===== config.mk =====
export PLATFORM = sky130hd
export DESIGN_NAME = saa1099_wr_sched
export DESIGN_NICKNAME = d
export VERILOG_FILES = /design/src/rtl/saa1099_pkg.sv /design/src/rtl/saa1099_seq_fifo.sv /design/src/rtl/saa1099_wr_sched.sv
export SDC_FILE = /design/constraint.sdc
export NUM_CORES = 1
export LEC_CHECK = 0
export ABC_AREA = 0
export CORE_MARGIN = 1
export CORE_UTILIZATION = 60
export CTS_CLUSTER_SIZE = 16
export DETAILED_ROUTE_END_ITERATION = 12
export DONT_BUFFER_PORTS = 1
export GPL_ROUTABILITY_DRIVEN = 1
export PLACE_DENSITY = 0.87
export RECOVER_POWER = 50
export SETUP_SLACK_MARGIN = 0.4
export SYNTH_ARGS = -nofsm -noshare
export SYNTH_HDL_FRONTEND = slang
export SYNTH_SLANG_ARGS = --single-unit

===== constraint.sdc =====
create_clock -name clk_sys -period 6.6 [get_ports clk_sys]
set_input_delay 1.98 -clock clk_sys [delete_from_list [all_inputs] [get_ports clk_sys]]
set_output_delay 1.98 -clock clk_sys [all_outputs]
set_load 0.05 [all_outputs]

===== src/rtl/saa1099_pkg.sv =====
// saa1099_pkg: shared types and constants for the saa1099 write scheduler.
//   state_t      - scheduler FSM states
//   seq_entry_t  - one sequencer request: register index + data byte
//   ENV_ADDR0/1  - envelope control registers; re-latching these on the chip
//                  produces a spurious envelope external clock
package saa1099_pkg;

  typedef enum logic [2:0] {
    IDLE,
    CPU_BEAT,
    SEQ_ADDR,
    SEQ_DATA,
    RESTORE
  } state_t;

  typedef struct packed {
    logic [4:0] reg_idx;
    logic [7:0] data;
  } seq_entry_t;

  localparam logic [4:0] ENV_ADDR0 = 5'h18;
  localparam logic [4:0] ENV_ADDR1 = 5'h19;

  // A sequencer transaction ends by restoring the CPU's address, so it must
  // not start while that address is an envelope register.
  function automatic logic is_env_addr(input logic [4:0] a);
    return (a == ENV_ADDR0) || (a == ENV_ADDR1);
  endfunction

endpackage


===== src/rtl/saa1099_seq_fifo.sv =====
// saa1099_seq_fifo: synchronous FIFO of seq_entry_t.
//   clk_sys, rst_n     - clock, synchronous active-low reset
//   push, push_data    - write an entry (ignored when full)
//   pop                - drop the head entry (ignored when empty)
//   head               - current head entry (valid when !empty)
//   empty, full        - occupancy flags
// Pointers carry one extra wrap bit so full and empty are distinguishable.
module saa1099_seq_fifo
  import saa1099_pkg::*;
#(
  parameter int DEPTH = 4
) (
  input  logic       clk_sys,
  input  logic       rst_n,
  input  logic       push,
  input  seq_entry_t push_data,
  input  logic       pop,
  output seq_entry_t head,
  output logic       empty,
  output logic       full
);

  localparam int AW = $clog2(DEPTH);
  localparam logic [AW:0] PTR_ONE = (AW+1)'(1);

  seq_entry_t  mem [DEPTH];
  logic [AW:0] wp, rp;

  assign empty = (wp == rp);
  assign full  = (wp[AW] != rp[AW]) && (wp[AW-1:0] == rp[AW-1:0]);
  assign head  = mem[rp[AW-1:0]];

  always_ff @(posedge clk_sys) begin
    if (!rst_n) begin
      wp <= '0;
      rp <= '0;
      for (int i = 0; i < DEPTH; i++) mem[i] <= '0;
    end else begin
      if (push && !full) begin
        mem[wp[AW-1:0]] <= push_data;
        wp              <= wp + PTR_ONE;
      end
      if (pop && !empty) rp <= rp + PTR_ONE;
    end
  end

endmodule


===== src/rtl/saa1099_wr_sched.sv =====
// saa1099_wr_sched: shares the saa1099 bus port between CPU I/O writes
// (one-entry buffer, high priority) and a sequencer FIFO of register/data
// pairs. Every write becomes WR_LOW cycles of cs_n=wr_n=0 followed by
// WR_GAP cycles high; a0/din are held from the first low cycle through the gap.
//   clk_sys, rst_n          - clock, synchronous active-low reset
//   cpu_wr/cpu_a0/cpu_din   - CPU write strobe, address/data select, value
//   cpu_ovf                 - sticky: a CPU strobe was dropped
//   seq_valid/seq_ready     - sequencer handshake; seq_reg/seq_data payload
//   saa_cs_n/a0/wr_n/din    - chip bus
//   shadow_addr             - last address the CPU wrote
//   busy                    - engine active or anything queued
// A sequencer transaction (address, data, restore of the CPU address) is
// atomic so the chip's address latch always ends equal to shadow_addr.
module saa1099_wr_sched
  import saa1099_pkg::*;
#(
  parameter int FIFO_DEPTH = 4,
  parameter int WR_LOW     = 2,
  parameter int WR_GAP     = 2
) (
  input  logic       clk_sys,
  input  logic       rst_n,
  input  logic       cpu_wr,
  input  logic       cpu_a0,
  input  logic [7:0] cpu_din,
  output logic       cpu_ovf,
  input  logic       seq_valid,
  output logic       seq_ready,
  input  logic [4:0] seq_reg,
  input  logic [7:0] seq_data,
  output logic       saa_cs_n,
  output logic       saa_a0,
  output logic       saa_wr_n,
  output logic [7:0] saa_din,
  output logic [4:0] shadow_addr,
  output logic       busy
);

  localparam int CNT_MAX = (WR_LOW > WR_GAP) ? WR_LOW : WR_GAP;
  localparam int CW      = $clog2(CNT_MAX) + 1;
  localparam logic [CW-1:0] LOW_LAST = CW'(WR_LOW - 1);
  localparam logic [CW-1:0] GAP_LAST = CW'(WR_GAP - 1);
  localparam logic [CW-1:0] CNT_ONE  = CW'(1);

  state_t          state;
  logic            in_low;
  logic [CW-1:0]   cnt;
  logic            cpu_full, cpu_a0_q;
  logic [7:0]      cpu_din_q;
  logic [7:0]      cur_data;
  logic            addr_changed;

  seq_entry_t      fifo_head;
  logic            fifo_empty, fifo_full, fifo_pop;

  logic            beat_end, launch, launch_a0;
  state_t          launch_state;
  logic [7:0]      launch_din;

  assign seq_ready = !fifo_full;
  assign busy      = (state != IDLE) || cpu_full || !fifo_empty;

  saa1099_seq_fifo #(.DEPTH(FIFO_DEPTH)) u_fifo (
    .clk_sys   (clk_sys),
    .rst_n     (rst_n),
    .push      (seq_valid && !fifo_full),
    .push_data ('{reg_idx: seq_reg, data: seq_data}),
    .pop       (fifo_pop),
    .head      (fifo_head),
    .empty     (fifo_empty),
    .full      (fifo_full)
  );

  // Decide whether a new beat starts on the next cycle. Beats inside a
  // sequencer transaction launch on the last gap cycle of the previous beat,
  // so the gap stays exactly WR_GAP cycles.
  always_comb begin
    beat_end     = (state != IDLE) && !in_low && (cnt == GAP_LAST);
    launch       = 1'b0;
    launch_state = IDLE;
    launch_a0    = 1'b0;
    launch_din   = '0;
    fifo_pop     = 1'b0;
    case (state)
      IDLE: begin
        if (cpu_full) begin
          launch       = 1'b1;
          launch_state = CPU_BEAT;
          launch_a0    = cpu_a0_q;
          launch_din   = cpu_din_q;
        end else if (!fifo_empty && !is_env_addr(shadow_addr)) begin
          fifo_pop = 1'b1;
          launch   = 1'b1;
          if (fifo_head.reg_idx == shadow_addr) begin
            // chip latch already points there: go straight to the data beat
            launch_state = SEQ_DATA;
            launch_a0    = 1'b0;
            launch_din   = fifo_head.data;
          end else begin
            launch_state = SEQ_ADDR;
            launch_a0    = 1'b1;
            launch_din   = {3'b000, fifo_head.reg_idx};
          end
        end
      end
      SEQ_ADDR: begin
        if (beat_end) begin
          launch       = 1'b1;
          launch_state = SEQ_DATA;
          launch_a0    = 1'b0;
          launch_din   = cur_data;
        end
      end
      SEQ_DATA: begin
        if (beat_end && addr_changed) begin
          launch       = 1'b1;
          launch_state = RESTORE;
          launch_a0    = 1'b1;
          launch_din   = {3'b000, shadow_addr};
        end
      end
      default: ;
    endcase
  end

  always_ff @(posedge clk_sys) begin
    if (!rst_n) begin
      state        <= IDLE;
      in_low       <= 1'b0;
      cnt          <= '0;
      cpu_full     <= 1'b0;
      cpu_a0_q     <= 1'b0;
      cpu_din_q    <= '0;
      cpu_ovf      <= 1'b0;
      cur_data     <= '0;
      addr_changed <= 1'b0;
      shadow_addr  <= '0;
      saa_cs_n     <= 1'b1;
      saa_wr_n     <= 1'b1;
      saa_a0       <= 1'b0;
      saa_din      <= '0;
    end else begin
      if (cpu_wr) begin
        if (!cpu_full) begin
          cpu_full  <= 1'b1;
          cpu_a0_q  <= cpu_a0;
          cpu_din_q <= cpu_din;
        end else begin
          cpu_ovf <= 1'b1;
        end
      end
      if (beat_end && state == CPU_BEAT) cpu_full <= 1'b0;

      if (fifo_pop) begin
        cur_data     <= fifo_head.data;
        addr_changed <= (fifo_head.reg_idx != shadow_addr);
      end

      if (launch) begin
        state    <= launch_state;
        saa_cs_n <= 1'b0;
        saa_wr_n <= 1'b0;
        saa_a0   <= launch_a0;
        saa_din  <= launch_din;
        in_low   <= 1'b1;
        cnt      <= '0;
        if (launch_state == CPU_BEAT && launch_a0) shadow_addr <= launch_din[4:0];
      end else if (beat_end) begin
        state <= IDLE;
      end else if (state != IDLE) begin
        if (in_low && cnt == LOW_LAST) begin
          saa_cs_n <= 1'b1;
          saa_wr_n <= 1'b1;
          in_low   <= 1'b0;
          cnt      <= '0;
        end else begin
          cnt <= cnt + CNT_ONE;
        end
      end
    end
  end

endmodule


==> metrics.md, run 1 <==
| Metric | Value |
|---|---|
| # IOs | `45` |
| Hold Crit Start | `cpu_din_q[1]$_SDFFE_PN0P_` |
| Violated checks | `capacitance limit, slew limit` |
| Final Hold Fails | `0` |
| Die footprint | `just under 0.008 mm2` |
| Largest net degree at the start of global routing | `41` |
| Power per cell area | `359 mW/mm2` |
| Total track usage | `0.254` |
| Tightest Pin Transition | `1.80 ns` |
| Worst setup EP type | `output pin` |
| Min-Delay Path Class | `reg -> reg` |
| Unrepaired setup endpoints after global routing | `no` |
| # hold bufs at CTS | `0` |
| IO Port Bufs | `0` |
| DR WL met3 | `800 um` |
| Fin nets | `426` |
| # H-tree levels | `3` |
| Drt drc | `0` |
| Post-cts resize count | `0` |
| GPL Wtd Cong | `0.958` |
| Final Skew | `0.00841 ns` |
| Post-CTS setup repair buffer count | `0` |
| Pre-CTS WS | `2.98 ns` |
| Area grow syn2layout | `4.99%` |
| Ys flop type | `edfxtp_1` |
| Fin crit share | `0.614` |
| CTS Sinks | `101` |
| CP required | `roughly 4.6 ns` |
| Crit Path Max Fanout | `13` |
| Leakage | `1.71 nW` |
| Mapped Avg Cell Area | `roughly 11 um2` |
| Top Metal Used | `met4` |
| Reg2reg start | `u_fifo.wp[0]$_SDFFE_PN0P_` |
| #FFs+latches synth | `101` |
| Post-Syn Nets | `432` |
| Reg clk slew, reported paths | `0.10 ns` |
| # diodes | `0` |
| Clock root buffer | `clkbuf_8` |
| Max clock buf depth | `2` |
| TritonCTS clock tree | `yes` |
| M1 WL | `3.71 mm` |
| Metal2 WL | `4.54 mm` |
| Synth Cell Area | `0.00454 mm2` |
| YS warnings | `0` |
| FFs w/ async S/R, synth | `0` |
| Max Cap Viol | `1` |
| 1st-iter DRT viols | `approximately 210` |
| Share of the synthesized area in the top cell type | `0.344` |
| Unique masters post-synth | `48` |
| DR vias/cell | `between 6 and 7` |
| Initial Util | `0.622` |
| Drt total wl | `9.25 mm` |
| Layout cells sized above 1 | `0.0670` |
| Top cells by area, synth | `edfxtp_1 34%, dfxtp_1 22%, and2_1 7.4%` |
| Count of final setup violators | `0` |
| Die Wd | `88.9 um` |
| Initial antenna violation count | `0` |
| Critical Path Start | `state[0]$_SDFFE_PN0P_` |
| Crit path DAT | `2.07 ns` |
| DR pass1 iterations | `5` |
| TritonCTS buffer count | `9` |
| CP Class | `reg -> out` |
| Core box area | `0.00729 mm2` |
| Total number of vias | `3039` |
| Vias in the first global route | `roughly 2900` |
| Top cells by count, synth | `55 x nand2_1, 54 x and2_1, 52 x edfxtp_1, 49 x dfxtp_1, 37 x a21oi_1` |
| Fin crit period | `4.05 ns` |
| Count leader, synth | `nand2_1` |
| Post-synth EDFFs | `52` |
| Dpl hpwl | `~6.6 mm` |
| Die height | `88.9 um` |
| Worst setup SP type | `flop` |
| ANT nets after route | `0` |
| Max_slew headroom | `-0.199` |
| Post-Synthesis Cells | `404` |
| Worst skew pair latency | `between 0.3 and 0.4 ns` |
| Drt wl/cell | `around 18 um` |
| VDD IR-drop max | `between 0.15 and 0.2 mV` |
| Status | `finished, violations left` |
| Setup_tns | `0 ns` |
| # rows | `31` |
| Leading area contributor after synthesis | `edfxtp_1` |
| GRT overflow | `0` |
| Post-synthesis sequential area ratio | `0.561` |
| First-pass GRT wire length | `14.5 mm` |
| Peak Freq | `247 MHz` |
| Setup WS post-layout | `2.55 ns` |
| Slew Viols, Final | `41` |
| FILL cells | `567` |
## path summary, 6_finish.rpt
check,endpoint,cells after the start,slack (ns)
setup reg to reg,u_fifo.mem[2][5]$_SDFFCE_PN0P_,7,3.53
hold reg to reg,cpu_din_q[1]$_SDFFE_PN0P_,2,0.48
hold / removal,cpu_din_q[1]$_SDFFE_PN0P_,2,0.48
setup / recovery,busy,3,2.55
## layer usage
layer,track usage,vias to the layer above
met5,0,-
met4,0.0765,0
met3,0.0748,17
met2,0.446,140
met1,0.304,1440
li1,-,1442
## through the flow
step                       util  cells  hold slack [ns]  total power, mW  cell area (um2)
after global placement    0.630    486            0.445             1.32             4590
final                     0.653    502            0.476             1.71             4760
after detailed placement  0.630    486            0.451             1.34             4590
after global routing      0.653    502            0.500             1.79             4760
after floorplan               -    404            0.432             1.26             4540
after CTS                 0.656    502            0.475             1.72             4780
## cell type report
type,instances,area [um2],share of cell area
flip-flops and latches,101,2540,0.534
multi-input cells,279,1880,0.395
clock inverters,7,62.6,0.0131
well taps,99,124,0.0260
repair buffers,5,18.8,0.00394
clock buffers,9,124,0.0260
inverters,2,7.51,0.00158
## flip-flops by register name, summed over array words and instances (netlist names), 2 cells and up, named ones only
signal / count
cnt: 2
cpu_din_q: 8
cur_data: 8
saa_din: 8
shadow_addr: 5
state: 3
u_fifo.mem: 52
u_fifo.rp: 3
u_fifo.wp: 3
## cells in the final DEF (no fill, tap or decap), drive strengths merged, types with 4 or more instances in the layout
master	instances
a21oi	39
nand3	7
mux4	13
a222oi	4
inv	8
edfxtp	52
dfxtp	49
nor2b	5
nor2	23
xor2	6
o21ai	11
nand2	55
xnor2	6
nor3	5
o21a	5
and2	56
nand2b	7
and3	6
clkbuf	14
## critical path, cell delays in order (launching register included)
cell and delay (ns):
dfxtp_1 0.43, or3_1 0.51, nor2_1 0.28, nand3_1 0.47
## cell families (layout without fill, tap and decap cells)
| logic type | Yosys count | count (layout) | synth area share |
|---|---|---|---|
| muxes | 16 | 16 | 0.0828 |
| and+or+nand+nor | 175 | 175 | 0.203 |
| buffers and inverters | 24 | 23 | 0.0243 |
| adders and majority gates | 2 | 2 | 0.00552 |
| AOI/OAI and AO/OA | 74 | 74 | 0.101 |
| DFF | 101 | 101 | 0.561 |
| xor gates and xnor gates | 12 | 12 | 0.0232 |
## where the power goes
group | total [mW] | internal, mW | leakage (nW) | switching, mW
clock network | 0.378 | 0.147 | 0.0988 | 0.231
logic | 0.437 | 0.182 | 0.674 | 0.255
registers | 0.896 | 0.739 | 0.941 | 0.157
Power figures use the tool's default switching activity.
==> run 2, diff against run 1 <==
==> constraint.sdc (replaced) <==
create_clock -name clk_sys -period 3.8 [get_ports clk_sys]
set_input_delay 1.14 -clock clk_sys [delete_from_list [all_inputs] [get_ports clk_sys]]
set_output_delay 1.14 -clock clk_sys [all_outputs]
set_load 0.05 [all_outputs]
==> run 2 against run 1 <==
  * The flow now finishes without violations
  * Critical path depth did not move
  * Clock-buffer cell count is 1 higher
  * Core utilization up 0.77 points
  * Highest routed layer unchanged
==> metrics.md, run 2 (synthesis results as in run 1) <==
| Metric | Value |
|---|---|
| Status | `finished, final reports clean` |
| Post-layout utilization of the core | `0.661 (+0.00772)` |
| Peak Freq | `between 300 and 400 MHz` |
| Slew Viols, Final | `0 (-100%)` |
| Worst setup SP type | `flop` |
| Drt drc | `0 (unchanged)` |
| Final Skew | `0.0117 ns (+0.00329 ns)` |
| Most flop-heavy register | `u_fifo.mem` |
| Slowest cell on the critical path | `or3_1` |
| Largest net degree at the start of global routing | `42 (+2.4%)` |
| # diodes | `0 (unchanged)` |
| Total track usage | `0.264 (+0.00985)` |
| Core box area | `0.00729 mm2 (unchanged)` |
| Delay-heaviest family, CP | `simple AND/OR/NAND/NOR gates` |
| Min-Delay Path Class | `reg -> reg` |
| FILL cells | `605 (+6.7%)` |
| Max_slew headroom | `0.230 (+0.429)` |
| Met3 usage | `0.0803 (+0.00554)` |
| Met2 usage | `0.478 (+0.0322)` |
| Worst skew pair latency | `0.37 ns (about the same)` |
| Drt wl/cell | `19.0 um (+2.8%)` |
| GPL Wtd Cong | `0.922 (-3.8%)` |
| DR pass1 iterations | `4 (-1)` |
| Total number of vias | `3126 (+2.9%)` |
| GR peak layer | `met2` |
| Die height | `88.9 um (unchanged)` |
| Commonest cells after routing, fill and taps aside | `55 x nand2_1, 52 x edfxtp_1, 49 x dfxtp_1` |
| Fin nets | `430 (+0.94%)` |
| Setup_tns | `0 ns (unchanged)` |
| Crit Path Max Fanout | `13 (unchanged)` |
| Max reg flops | `52 (unchanged)` |
| VDD IR-drop max | `0.326 mV (+81%)` |
| Fin crit share | `0.843` |
| # rows | `31 (unchanged)` |
| TritonCTS buffer count | `9 (unchanged)` |
| Pre-CTS WS | `0.927 ns (-2.05 ns)` |
| Final Cell Area | `0.00482 mm2 (+1.2%)` |
| CTS Sinks | `101 (unchanged)` |
| # H-tree levels | `3 (unchanged)` |
| Tightest Pin Transition | `1.15 ns (-0.648 ns)` |
| Power, Total | `3.07 mW (+79%)` |
| Crit path DAT | `2.06 ns (about the same)` |
| Clock root buffer | `clkbuf_8` |
| Count of final setup violators | `0 (unchanged)` |
| First-pass GRT wire length | `15.0 mm (+3.7%)` |
| Multi-input gate area | `0.00188 mm2 (unchanged)` |
| # hold bufs at CTS | `0 (unchanged)` |
| Crit-path cells | `or3_1 > nor2_1 > nand3_1` |
| 1st-iter DRT viols | `183 (-12%)` |
| Max Cap Viol | `0 (-1)` |
| Dpl hpwl | `6.80 mm (+2.8%)` |
| Max clock buf depth | `2 (unchanged)` |
| Unrepaired setup endpoints after global routing | `no` |
| Post-CTS setup repair buffer count | `0 (unchanged)` |
| Die Wd | `88.9 um (unchanged)` |
| Drt total wl | `9.59 mm (+3.6%)` |
| TritonCTS clock tree | `yes` |
| Commonest non-fill, non-tap cell in the layout | `nand2_1` |
| GRT overflow | `0 (unchanged)` |
| Post-cts resize count | `0 (unchanged)` |
| Area grow syn2layout | `6.23%` |
| Fin crit period | `around 3.2 ns` |
| Vias in the first global route | `3077 (+6.8%)` |
| Buf+Inv Stages, Crit Path | `0 (unchanged)` |
| Leakage | `1.74 nW (+1.4%)` |
| Initial Util | `0.622 (unchanged)` |
| CP Class | `reg -> out` |
| # IOs | `45 (unchanged)` |
| Final Hold Fails | `0 (unchanged)` |
| CP required | `2.66 ns (-1.96 ns)` |
| Worst path max stage delay | `0.51 ns (about the same)` |
| ANT nets after route | `0 (unchanged)` |
| Initial antenna violation count | `0 (unchanged)` |
| Layout cells sized above 1 | `0.0688 (+0.00180)` |
| Power per cell area | `636 mW/mm2 (+77%)` |
| Reg clk slew, reported paths | `0.09 ns (about the same)` |
| IO Port Bufs | `0 (unchanged)` |
| DR vias/cell | `6.18 (+2.0%)` |
| Die footprint | `0.00791 mm2 (unchanged)` |
| Setup WS post-layout | `0.597 ns (-1.95 ns)` |
| Reg area | `0.00254 mm2 (unchanged)` |
| Post-Place Cell Area | `0.00462 mm2 (+0.65%)` |
| Worst setup EP type | `output pin` |
| Met1 Usage GRT | `0.289 (-0.0150)` |
-- run 2: cell types whose count changed in the layout (fill, tap and decap cells not counted) --
cell,previous run,this run
and2_0,23,17
and2_1,31,37
clkbuf_1,5,8
buf_4,0,2
bufinv_16,0,2
clkinvlp_4,0,2
inv_6,4,2
inv_8,2,0
clkinv_2,1,0
o21ai_0,10,11
o21ai_1,1,0
-- run 2: final cells by class --
class | instances | share of cell area
Sequential cell | 101 | 0.528
Multi-Input combinational cell | 279 | 0.391
Inverter | 2 | 0.00156
Clock buffer | 10 | 0.0265
Tap cell | 99 | 0.0257
Clock inverter | 6 | 0.0192
Timing Repair Buffer | 9 | 0.00857
-- run 2: final timing paths --
path | startpoint | end | slack, ns | cells after the start
hold reg to reg | cur_data[3]$_SDFFE_PN0N_ | cur_data[3]$_SDFFE_PN0N_ | 0.47 | 2
setup / recovery | state[0]$_SDFFE_PN0P_ | busy | 0.60 | 3
hold / removal | cur_data[3]$_SDFFE_PN0N_ | cur_data[3]$_SDFFE_PN0N_ | 0.47 | 2
setup reg to reg | u_fifo.wp[0]$_SDFFE_PN0P_ | u_fifo.mem[2][11]$_SDFFCE_PN0P_ | 0.65 | 7
-- run 2: through the flow --
stage | hold slack, ns | cells
6_report | 0.472 | 506
2_1_floorplan | 0.432 | 404
5_1_grt | 0.501 | 506
4_1_cts | 0.472 | 506
3_5_place_dp | 0.459 | 490
3_3_place_gp | 0.445 | 490
-- run 2: metal layers --
| metal | vias up | part of all wire |
|---|---|---|
| li1 | 1453 | - |
| met5 | - | 0 |
| met1 | 1534 | 0.39 |
| met2 | 118 | 0.51 |
| met3 | 21 | 0.068 |
| met4 | 0 | 0.027 |
-- run 2: report_power, final --
part	leakage (nW)	internal, mW	switching, mW	total (mW)
sequential	0.941	1.28	0.266	1.55
combinational	0.693	0.315	0.456	0.771
clock	0.104	0.376	0.372	0.747
-- run 2: worst register-to-register path, delay by kind of cell, from the launching register on --
| kind | cells | cell delay [ns] |
|---|---|---|
| simple gates | 5 | 1.75 |
| flops | 1 | 0.49 |
| buf+inv | 1 | 0.42 |
| xor+xnor | 1 | 0.13 |
==> run 3, diff against run 2 <==
==> constraint.sdc (replaced) <==
create_clock -name clk_sys -period 3 [get_ports clk_sys]
set_input_delay 0.9 -clock clk_sys [delete_from_list [all_inputs] [get_ports clk_sys]]
set_output_delay 0.9 -clock clk_sys [all_outputs]
set_load 0.05 [all_outputs]
==> run 3 against run 2 <==
  * The run now ends with capacitance limit, slew limit left
  * Wire length hardly changed
  * Core utilization is 0.58 points higher
  * Cell count grew 1.8%
  * Die area did not move
  * Flip-flop and latch count is the same
  * Register-to-register slack lost 0.28 ns
  * Largest power group unchanged
  * First-iteration DRC count is 2.7% higher
  * Clock power increased by 12%
  * Clock-buffer cell count decreased by 1
  * Setup slack worse by 0.23 ns
  * Hold slack worse by 0.012 ns
  * Global-route usage fell by 0.54 points
==> metrics.md, run 3 (synthesis results as in run 1) <==
| Metric | Value |
|---|---|
| Worst setup SP type | `flop` |
| Min-Delay Path Class | `reg -> reg` |
| Initial antenna violation count | `0 (unchanged)` |
| Fin nets | `439 (+2.1%)` |
| Tightest Pin Transition | `1.80 ns (+0.650 ns)` |
| Max Cap Viol | `1 (+1)` |
| Setup_tns | `0 ns (unchanged)` |
| Reg clk slew, reported paths | `0.10 ns (about the same)` |
| Crit-path cells | `xnor2_1 > and2_0 > nand2b_1 > clkbuf_2 > nand2_1 > o21ai_0 > clkbuf_1` |
| Slowest cell on the critical path | `clkbuf_1` |
| FILL cells | `581 (-4.0%)` |
| GRT overflow | `0 (unchanged)` |
| GPL Wtd Cong | `0.971 (+5.3%)` |
| Reg area | `0.00255 mm2 (+0.20%)` |
| Final Skew | `0.0162 ns (+0.00454 ns)` |
| VDD IR-drop max | `0.386 mV (+18%)` |
| Post-layout utilization of the core | `0.667 (+0.00583)` |
| # H-tree levels | `3 (unchanged)` |
| Met1 Usage GRT | `0.275 (-0.0142)` |
| Placed cell count | `498 (+1.6%)` |
| Slew Viols, Final | `41 (+41)` |
| CP required | `3.01 ns (+0.35 ns)` |
| 1st-iter DRT viols | `188 (+2.7%)` |
| Drt wl/cell | `18.6 um (-1.7%)` |
| Total number of vias | `3091 (-1.1%)` |
| Max reg flops | `52 (unchanged)` |
| Finished Layout Cells | `515 (+1.8%)` |
| Initial Util | `0.622 (unchanged)` |
| CTS Sinks | `101 (unchanged)` |
| # rows | `31 (unchanged)` |
| Leakage | `1.76 nW (+1.1%)` |
| Peak Freq | `380 MHz` |
| Worst skew pair latency | `0.38 ns (about the same)` |
| Worst setup EP type | `flop` |
| Commonest cells after routing, fill and taps aside | `55 x nand2_1, 52 x edfxtp_1, 47 x dfxtp_1` |
| Vias in the first global route | `2990 (-2.8%)` |
| GR peak layer | `met2` |
| DR pass1 iterations | `5 (+1)` |
| Status | `finished, violations left` |
| ANT nets after route | `0 (unchanged)` |
| Final Hold Fails | `0 (unchanged)` |
| Violated checks | `capacitance limit, slew limit` |
| Core box area | `0.00729 mm2 (unchanged)` |
| Fin crit share | `0.878` |
| Die Wd | `88.9 um (unchanged)` |
| Area grow syn2layout | `7.17%` |
| TritonCTS clock tree | `yes` |
| DR vias/cell | `6.00 (-2.8%)` |
| Crit Path Max Fanout | `13 (unchanged)` |
| TritonCTS buffer count | `9 (unchanged)` |
| CP Class | `reg -> reg` |
| Die footprint | `0.00791 mm2 (unchanged)` |
| Power per cell area | `790 mW/mm2 (+24%)` |
| Worst path max stage delay | `0.66 ns (+0.15 ns)` |
| First-pass GRT wire length | `14.6 mm (-3.0%)` |
| Drt total wl | `9.59 mm (about the same)` |
| Met3 usage | `0.0683 (-0.0120)` |
| Total track usage | `0.258 (-0.00539)` |
| # IOs | `45 (unchanged)` |
| Layout cells sized above 1 | `0.0913 (+0.0226)` |
| Drt drc | `0 (unchanged)` |
| Max clock buf depth | `2 (unchanged)` |
| Power, Total | `3.84 mW (+25%)` |
| Most flop-heavy register | `u_fifo.mem` |
| Multi-input gate area | `0.00190 mm2 (+0.66%)` |
| Met2 usage | `0.489 (+0.0105)` |
| Commonest non-fill, non-tap cell in the layout | `nand2_1` |
| Die height | `88.9 um (unchanged)` |
| # hold bufs at CTS | `0 (unchanged)` |
| Dpl hpwl | `6.85 mm (+0.77%)` |
| Max_slew headroom | `-0.200 (-0.430)` |
| Unrepaired setup endpoints after global routing | `no` |
| Largest net degree at the start of global routing | `41 (-2.4%)` |
| IO Port Bufs | `0 (unchanged)` |
| # diodes | `0 (unchanged)` |
| Clock root buffer | `clkbuf_8` |
| Fin crit period | `2.63 ns` |
| Crit path DAT | `2.64 ns (+0.58 ns)` |
| Count of final setup violators | `0 (unchanged)` |
==> run 3: stage by stage <==
stage / setup slack [ns] / hold WS [ns] / instance area (um2)
finish: 0.366 / 0.460 / 4860
global route: 0.222 / 0.479 / 4860
CTS: 0.421 / 0.457 / 4890
detailed placement: 0.543 / 0.443 / 4680
global placement: 0.649 / 0.445 / 4680
floorplan: 0.541 / 0.432 / 4540
==> run 3: worst max-delay path, delay by kind of cell (launching register included) <==
family,cells,cell delay (ns)
buffers and inverters,2,0.98
AO/OA/AOI/OAI,1,0.19
flip-flops,1,0.50
XOR/XNOR,1,0.15
AND/OR/NAND/NOR,3,0.45
==> run 3: report_power, final <==
part           switching (mW)  internal [mW]
logic                   0.667          0.456
registers               0.255           1.63
clock network           0.511          0.326
==> run 3: timing repair <==
action / in CTS / in global routing
setup endpoints to repair: 1 / 2
pin swaps: 0 / 2
setup buffers: 0 / 1
resized for setup: 4 / 3
==> run 3: layer usage <==
layer	routed length, um	vias to the layer above	share of wire
li1	-	1467	-
met1	3770	1492	0.39
met2	4960	113	0.52
met3	635	19	0.066
met4	233	0	0.024
met5	0	-	0
==> run 3: final timing paths <==
kind                                      to                 startpoint  slack, ns  depth (start not counted)
setup reg to reg  u_fifo.mem[3][5]$_DFFE_PP_  u_fifo.wp[0]$_SDFFE_PN0P_       0.37                          7
hold / removal      cur_data[3]$_SDFFE_PN0N_   cur_data[3]$_SDFFE_PN0N_       0.46                          2
setup / recovery  u_fifo.mem[3][5]$_DFFE_PP_  u_fifo.wp[0]$_SDFFE_PN0P_       0.37                          7
hold reg to reg     cur_data[3]$_SDFFE_PN0N_   cur_data[3]$_SDFFE_PN0N_       0.46                          2
==> run 3: area by class of cell <==
cell class	instances	area share
sequential	101	0.524
clock inverter	7	0.0139
tap	99	0.0255
multi-input combinational	279	0.390
clock buffer	9	0.0255
inverter	2	0.00154
timing repair buffer	18	0.0196
